### src/rtl/hazard_stall_ctrl.sv
// hazard_stall_ctrl: load-use stall, MDU freeze and branch flush control for IF/ID and ID/EX
//   clk, rst_n            : pipeline clock, async active-low reset
//   IFID_Rs/Rt/uses_rt    : source operands of the instruction in ID
//   IDEX_MemRead/IDEX_Rt  : load in EX and its destination
//   branch_taken          : taken branch resolved in EX
//   mdu_start             : MDU op entered EX (1-cycle pulse)
//   PCWrite/IFIDWrite     : PC and IF/ID load enables
//   IFID_Flush/IDEX_Bubble: NOP insertion into IF/ID and ID/EX
//   mdu_busy              : pipeline frozen for an MDU op
//   stall_cycles          : saturating count of cycles with IFIDWrite=0
module hazard_stall_ctrl #(
    parameter int REG_ADDR_W  = 5,
    parameter int MDU_LATENCY = 4,
    parameter int CNT_W       = 16
) (
    input  logic                  clk,
    input  logic                  rst_n,
    input  logic [REG_ADDR_W-1:0] IFID_Rs,
    input  logic [REG_ADDR_W-1:0] IFID_Rt,
    input  logic                  IFID_uses_rt,
    input  logic                  IDEX_MemRead,
    input  logic [REG_ADDR_W-1:0] IDEX_Rt,
    input  logic                  branch_taken,
    input  logic                  mdu_start,
    output logic                  PCWrite,
    output logic                  IFIDWrite,
    output logic                  IFID_Flush,
    output logic                  IDEX_Bubble,
    output logic                  mdu_busy,
    output logic [CNT_W-1:0]      stall_cycles
);
    localparam logic [0:0] RUN      = 1'b0;
    localparam logic [0:0] MDU_BUSY = 1'b1;
    localparam logic [3:0] LAT_M1   = 4'(MDU_LATENCY - 1);
    logic [0:0] state;
    logic [3:0] cnt;
    logic       luh;
    assign luh = IDEX_MemRead & (IDEX_Rt != '0) &
                 ((IDEX_Rt == IFID_Rs) | (IFID_uses_rt & (IDEX_Rt == IFID_Rt)));
    // Outputs are gated by rst_n so the pipeline is held safe while in reset.
    // A taken branch outranks luh: the stalled instruction is on the wrong path.
    always_comb begin
        mdu_busy    = rst_n & (state == MDU_BUSY);
        IFID_Flush  = rst_n & ~mdu_busy & branch_taken;
        PCWrite     = rst_n & ~mdu_busy & (branch_taken | ~luh);
        IFIDWrite   = PCWrite;
        IDEX_Bubble = ~rst_n | mdu_busy | branch_taken | luh;
    end
    // cnt runs LATENCY-1 down to 0 giving exactly MDU_LATENCY frozen cycles.
    always_ff @(posedge clk or negedge rst_n) begin
        if (!rst_n) begin
            state <= RUN;
            cnt   <= '0;
        end else if (state == RUN) begin
            if (mdu_start && !branch_taken) begin
                state <= MDU_BUSY;
                cnt   <= LAT_M1;
            end
        end else begin
            state <= (cnt == '0) ? RUN : MDU_BUSY;
            cnt   <= (cnt == '0) ? cnt : cnt - 1'b1;
        end
    end
    always_ff @(posedge clk or negedge rst_n) begin
        if (!rst_n)
            stall_cycles <= '0;
        else if (!IFIDWrite && stall_cycles != '1)
            stall_cycles <= stall_cycles + 1'b1;
    end
endmodule
### config.mk
export PLATFORM = sky130hd
export DESIGN_NAME = hazard_stall_ctrl
export DESIGN_NICKNAME = d
export VERILOG_FILES = /design/src/rtl/hazard_stall_ctrl.sv
export SDC_FILE = /design/constraint.sdc
export NUM_CORES = 1
export LEC_CHECK = 0
export ABC_AREA = 1
export CAP_MARGIN = 0
export CORE_MARGIN = 2
export CORE_UTILIZATION = 49
export DETAILED_ROUTE_END_ITERATION = 8
export GPL_ROUTABILITY_DRIVEN = 0
export PLACE_DENSITY = 0.8
export SLEW_MARGIN = 20
export SYNTH_ARGS = -nofsm -noshare
export SYNTH_HDL_FRONTEND = slang
export SYNTH_SLANG_ARGS = --single-unit
### constraint.sdc
create_clock -name clk -period 1.9 [get_ports clk]
set_input_delay 0.38 -clock clk [delete_from_list [all_inputs] [get_ports clk]]
set_output_delay 0.38 -clock clk [all_outputs]
set_load 0.02 [all_outputs]
==> results_dict.tcl, run 1 <==
set metrics [dict create \
    max_stage_delay_ps 650 \
    syn_to_final_growth_pct 33.3 \
    ys.warnings.count 0 \
    clk_pin_slew_worst_paths_ps 120 \
    fin_crit_sh_pct 96.6 \
    synth-seq-cells 21 \
    num-fill-cells 279 \
    power_leakage_nw 1.09 \
    startpoint "stall_cycles[6]" \
    crit_slowest_cell "clkdlybuf4s50_1" \
    htreeDepth 1 \
    finalHoldViolCount 0 \
    crit_buf_inv 1 \
    final_common_cell "nand2_1" \
    critPathRequiredTime_ps 1520 \
    antenna_cells 0 \
    ioPinCount 42 \
    dp_hpwl_um 2810 \
    synthesis.nets 246 \
    slew_violations 0 \
    max_freq_ghz 0.545 \
    synth_top_family_by_area "simple AND/OR/NAND/NOR gates" \
    critPathArrivalTime_ps 1450 \
    max_slew_margin_pct 71.7 \
    synth_cell_types 29 \
    synth_compound_area_share_pct 2.43 \
    hp-class "primary input to async pin" \
    start_kind "register" \
    first_global_vias 1333 \
    start_util_pct 52.0 \
    numCtsBuffers 3 \
    multi_input_area_um2 891 \
    drcViolationCount 0 \
    die_h_um 61.1 \
    synth_mux_area_share_pct 0 \
    grt.overflow.total 0 \
    critPathKind "register to output port" \
    drtPass1Iterations 4 \
    status "complete, no violations" \
    fin_skew_ps 6.11 \
    row_count 20 \
    synth_flop_cell "dfrtp_1" \
    insertion_delay_ps 310 \
    grt.busiest_layer "met2" \
    grt_max_degree 21 \
    viasPerCell 4.80 \
    antenna_found_initial 0 \
    whs_ps 105 \
    power.density_mw_per_mm2 899 \
    synth_edf_count 0 \
    grt_pass1_wl_um 5680 \
    cts.sinks 21 \
    critPathMaxFanout 6 \
    holdBufCountCts 0 \
    groute.layer.met1.usage_pct 27.1 \
    r2r_start "stall_cycles[0]" \
    synthXorXnorAreaFrac_pct 4.93 \
    worst_pin_slew_ps 421 \
    vias 1535 \
    first_iter_violations 73 \
    drv_cap 0 \
    finalSetupViolCount 0 \
    track_usage_pct 20.3 \
    drive_gt1_share_pct 20.7 \
    synthSimpleGateAreaFrac_pct 46.5 \
    power_mw 1.92 \
    critical-path-top-delay-family "buffers and inverters" \
    grtUsageMet2_pct 34.2 \
    rsz0062_at_grt "false" \
    ir_worst_vdd_uv 758 \
    fin_crit_ps 1830 \
    ant_nets 0 \
    core_mm2 0.00308 \
    post_drt_wl_per_cell_um 10.9 \
    cts_tree "built" \
    ctsLongestPathBuffers 2 \
    seq_area_um2 526 \
    cts-root-buf "clkbuf_4" \
    synthAdderAreaFrac_pct 1.56 \
    ys_seq_area_share_pct 32.9 \
    synth.avg_cell_area_um2 7.17 \
    port_buffers 41 \
    cp-end-kind "output port" \
    synthesis.area_mm2 0.00160 \
    final_nets 300 \
    chipWidth_um 61.1 \
    crit_path_cell_trace "clkdlybuf4s50_1" \
    most-common-layout-cells "nand2_1, inv_1, dfrtp_1" \
    drt_wl_total_um 3500 \
    async_flop_share_pct 100 \
    fp.dieArea_mm2 0.00374 \
    grt_use_met3_pct 3.15 \
    syn_inst 223 \
]
==> timing repair <==
item	CTS	global route
endpoints found under the setup margin	10	14
gates cloned	0	0
gates resized for setup	36	16
pin swaps	8	6
setup buffers	1	4
==> power by group <==
| part | leakage (nW) | total (mW) | switching (mW) | internal, mW |
|---|---|---|---|---|
| clock network | 0.0150 | 0.221 | 0.139 | 0.0820 |
| logic | 0.807 | 1.01 | 0.575 | 0.433 |
| registers | 0.273 | 0.687 | 0.117 | 0.570 |
| total | 1.09 | 1.92 | 0.832 | 1.08 |
==> state kept, by name, summed over array words and instances, names as in the netlist <==
register and cells:
stall_cycles 16, state 1, cnt 4
==> cells by family (layout without fill, tap and decap cells) <==
kind of cell | count (synthesis) | in the layout
adder cells (fa/ha/maj) | 2 | 2
XOR/XNOR | 9 | 9
AO/OA/AOI/OAI | 7 | 7
flip-flops | 21 | 21
AND/OR/NAND/NOR | 143 | 143
buffers and inverters | 41 | 94
==> metrics by stage <==
| step | setup slack [ps] | cells | setup TNS [ps] | util (%) | cell area, µm² |
|---|---|---|---|---|---|
| floorplan | 130 | 223 | 0 | - | 1600 |
| global placement | -596 | 311 | -6290 | 67.2 | 2070 |
| detailed placement | -628 | 311 | -7110 | 67.2 | 2070 |
| CTS | -25.4 | 316 | -25.4 | 67.5 | 2080 |
| global route | 0.617 | 320 | 0 | 69.3 | 2130 |
| finish | 65.0 | 320 | 0 | 69.3 | 2130 |
==> worst reg2reg max path: stages, from the launching register on <==
cell and delay, ps:
dfrtp_1 430, ha_1 220, nand2_2 100, nor2_4 120, nand3_2 130, nor2_4 150
nand3_4 130, buf_4 200, nand3_2 70, nand2_1 50
==> layout make-up <==
class	count	area share, %
clock buffers	4	1.23
multi-input cells	161	41.8
flip-flops and latches	21	24.6
well taps	44	2.58
repair buffers	53	23.1
inverters	37	6.63
==> cells in the mapped netlist (3+ instances only) <==
cell,instances,area (µm²)
nand3_2,12,120
xor2_1,7,61.3
nand2_1,81,304
nand2_2,4,25.0
nand3_1,13,65.1
dfrtp_1,21,526
inv_1,32,120
inv_2,5,18.8
nor2_1,16,60.1
o21ai_0,4,20.0
nand4_1,3,18.8
==> final timing paths <==
kind | slack, ps | to | cells after the start
max in group asynchronous | 1560 | cnt[0] | 3
min | 100 | stall_cycles[5] | 2
min in group clk | 510 | stall_cycles[15] | 2
max reg2reg | 200 | stall_cycles[6] | 9
max | 70 | stall_cycles[6] | 1
min reg2reg | 510 | stall_cycles[15] | 2
==> layer usage <==
layer / vias up / wire (µm)
li1: 798 / -
met1: 701 / 1570
met2: 31 / 1760
met3: 5 / 121
met4: 0 / 43
met5: - / 0
Power figures use the tool's default switching activity.
==> run 2, diff against run 1 <==
--- a/config.mk
+++ b/config.mk
@@ -11,6 +11,7 @@
 export CORE_UTILIZATION = 49
 export DETAILED_ROUTE_END_ITERATION = 8
 export GPL_ROUTABILITY_DRIVEN = 0
+export GPL_TIMING_DRIVEN = 0
 export PLACE_DENSITY = 0.8
 export SLEW_MARGIN = 20
 export SYNTH_ARGS = -nofsm -noshare
==> run 2 against run 1 <==
Non-clock buffer count is 4 lower. Clock-buffer cell count stayed put. Critical path depth is 7 higher. Final cell count is 1.3% lower. Via count is 0.65% lower. Core utilization is 2.0 points lower. Final area is 2.9% lower.
==> results_dict.tcl, run 2 (same netlist as run 1, synthesis figures left out) <==
set metrics [dict create \
    worstRegToRegCells 9 \
    worst_pin_slew_ps 490 \
    rsz0062_at_grt "true" \
    ctsLongestPathBuffers 2 \
    largest_reg_flops 16 \
    fin_crit_ps 1830 \
    ant_nets 0 \
    cts-root-buf "clkbuf_4" \
    worst_r2r_endpoint "stall_cycles[5]" \
    reg_top3 "stall_cycles x16, cnt x4, state x1" \
    critPathMaxFanout 3 \
    numCtsBuffers 3 \
    multi_input_area_um2 891 \
    place_area_mm2 0.00206 \
    row_count 20 \
    post_drt_wl_per_cell_um 11.3 \
    seq_area_um2 528 \
    final_nets 296 \
    status "complete, no violations" \
    track_usage_pct 20.8 \
    drtPass1Iterations 4 \
    syn_to_final_growth_pct 29.4 \
    drcViolationCount 0 \
    first_global_vias 1399 \
    drv_cap 0 \
    ioPinCount 42 \
    first_iter_violations 61 \
    drive_gt1_share_pct 22.1 \
    cts_tree "built" \
    power_leakage_nw 1.05 \
    design_area_mm2 0.00207 \
    r2r_setup_slack_ps 240 \
    critPathKind "primary input to output port" \
    fin_crit_sh_pct 96.5 \
    max_slew_margin_pct 67.3 \
    slew_violations 0 \
    most-common-layout-cells "nand2_1, inv_1, clkdlybuf4s50_1" \
    final_common_cell "nand2_1" \
    antenna_cells 0 \
    critPathRequiredTime_ps 1520 \
    max_freq_ghz 0.545 \
    finalSetupViolCount 0 \
    start_kind "primary input" \
    dp_hpwl_um 2680 \
    cts.sinks 21 \
    clk_pin_slew_worst_paths_ps 130 \
    antenna_found_initial 0 \
    r2r_start "stall_cycles[0]" \
    grt.overflow.total 0 \
    ir_worst_vdd_uv 582 \
    insertion_delay_ps 320 \
    die_h_um 61.1 \
    core_mm2 0.00308 \
    fin_skew_ps 12.1 \
    chipWidth_um 61.1 \
    finalHoldViolCount 0 \
    fin_setup_tns_ps 0 \
    viasPerCell 4.83 \
    drt_wl_total_um 3560 \
    fp.dieArea_mm2 0.00374 \
    num-fill-cells 298 \
    grt_max_degree 22 \
    port_buffers 41 \
    power.density_mw_per_mm2 936 \
    grt_pass1_wl_um 5840 \
    cp-end-kind "output port" \
    max_flop_register "stall_cycles" \
    start_util_pct 52.0 \
    htreeDepth 1 \
    hp-class "primary input to async pin" \
    vias 1525 \
    critPathArrivalTime_ps 1450 \
]
-- run 2: changes by cell type in the layout (fill, tap and decap cells not counted), moves of 3 or more --
cell,change
dlygate4sd2_1,-7
buf_2,+6
buf_4,-5
clkdlybuf4s15_1,+3
-- run 2: final cells by class --
| class | instances | area share, % |
|---|---|---|
| tap | 44 | 2.66 |
| clock buffer | 4 | 1.27 |
| inverter | 37 | 6.71 |
| timing repair buffer | 46 | 19.2 |
| multi-input combinational | 161 | 43.0 |
| buffer | 3 | 1.63 |
| sequential | 21 | 25.5 |
-- run 2: metrics by stage --
step | std cells | utilization, % | hold slack (ps) | power (mW) | setup slack [ps]
after global routing | 316 | 67.2 | 170 | 2.09 | -15.8
after floorplan | 223 | - | 84.4 | 1.37 | 130
after global placement | 308 | 67.1 | 488 | 1.68 | -1390
after detailed placement | 308 | 67.1 | 504 | 1.72 | -1420
final | 316 | 67.2 | 125 | 1.94 | 65.7
after CTS | 315 | 67.9 | 538 | 1.95 | -58.6
-- run 2: worst max-delay path: stages --
cell	delay (ps)
clkdlybuf4s50_1	460
o21ai_1	70
inv_1	90
nand3_2	90
nand2_4	90
inv_2	40
buf_4	120
buf_6	120
-- run 2: what timing repair did --
item                                   4_1_cts  5_1_grt
pin swaps                                   12       10
hold buffers                                 1        0
endpoints found under the hold margin       21        0
buffers inserted                             2        2
gates cloned                                 0        0
setup endpoints to repair                   21        5
resized for setup                           51       15
-- run 2: report_power, final --
part / total (mW) / leakage, nW / internal, mW / switching [mW]
combinational: 1.02 / 0.766 / 0.440 / 0.576
clock: 0.234 / 0.0150 / 0.0823 / 0.152
sequential: 0.687 / 0.270 / 0.570 / 0.117
total: 1.94 / 1.05 / 1.09 / 0.845
-- run 2: worst max-delay path by stage --
stage / from / end / slack [ps] / cells past startpoint
floorplan: IDEX_Rt[2] / PCWrite / 130 / 9
CTS: IFID_Rt[2] / PCWrite / -60 / 12
global route: IFID_Rs[2] / PCWrite / -20 / 12
finish: IDEX_MemRead / PCWrite / 70 / 8
detailed placement: rst_n / PCWrite / -1420 / 8
global placement: rst_n / PCWrite / -1390 / 8
-- run 2: routing by layer --
layer	track usage (%)	part of all wire [%]	routed length, µm
met3	2.94	2.4	85
met2	36.3	51	1810
met1	26.5	46	1620
met4	6.21	1.1	40
met5	0	0	0
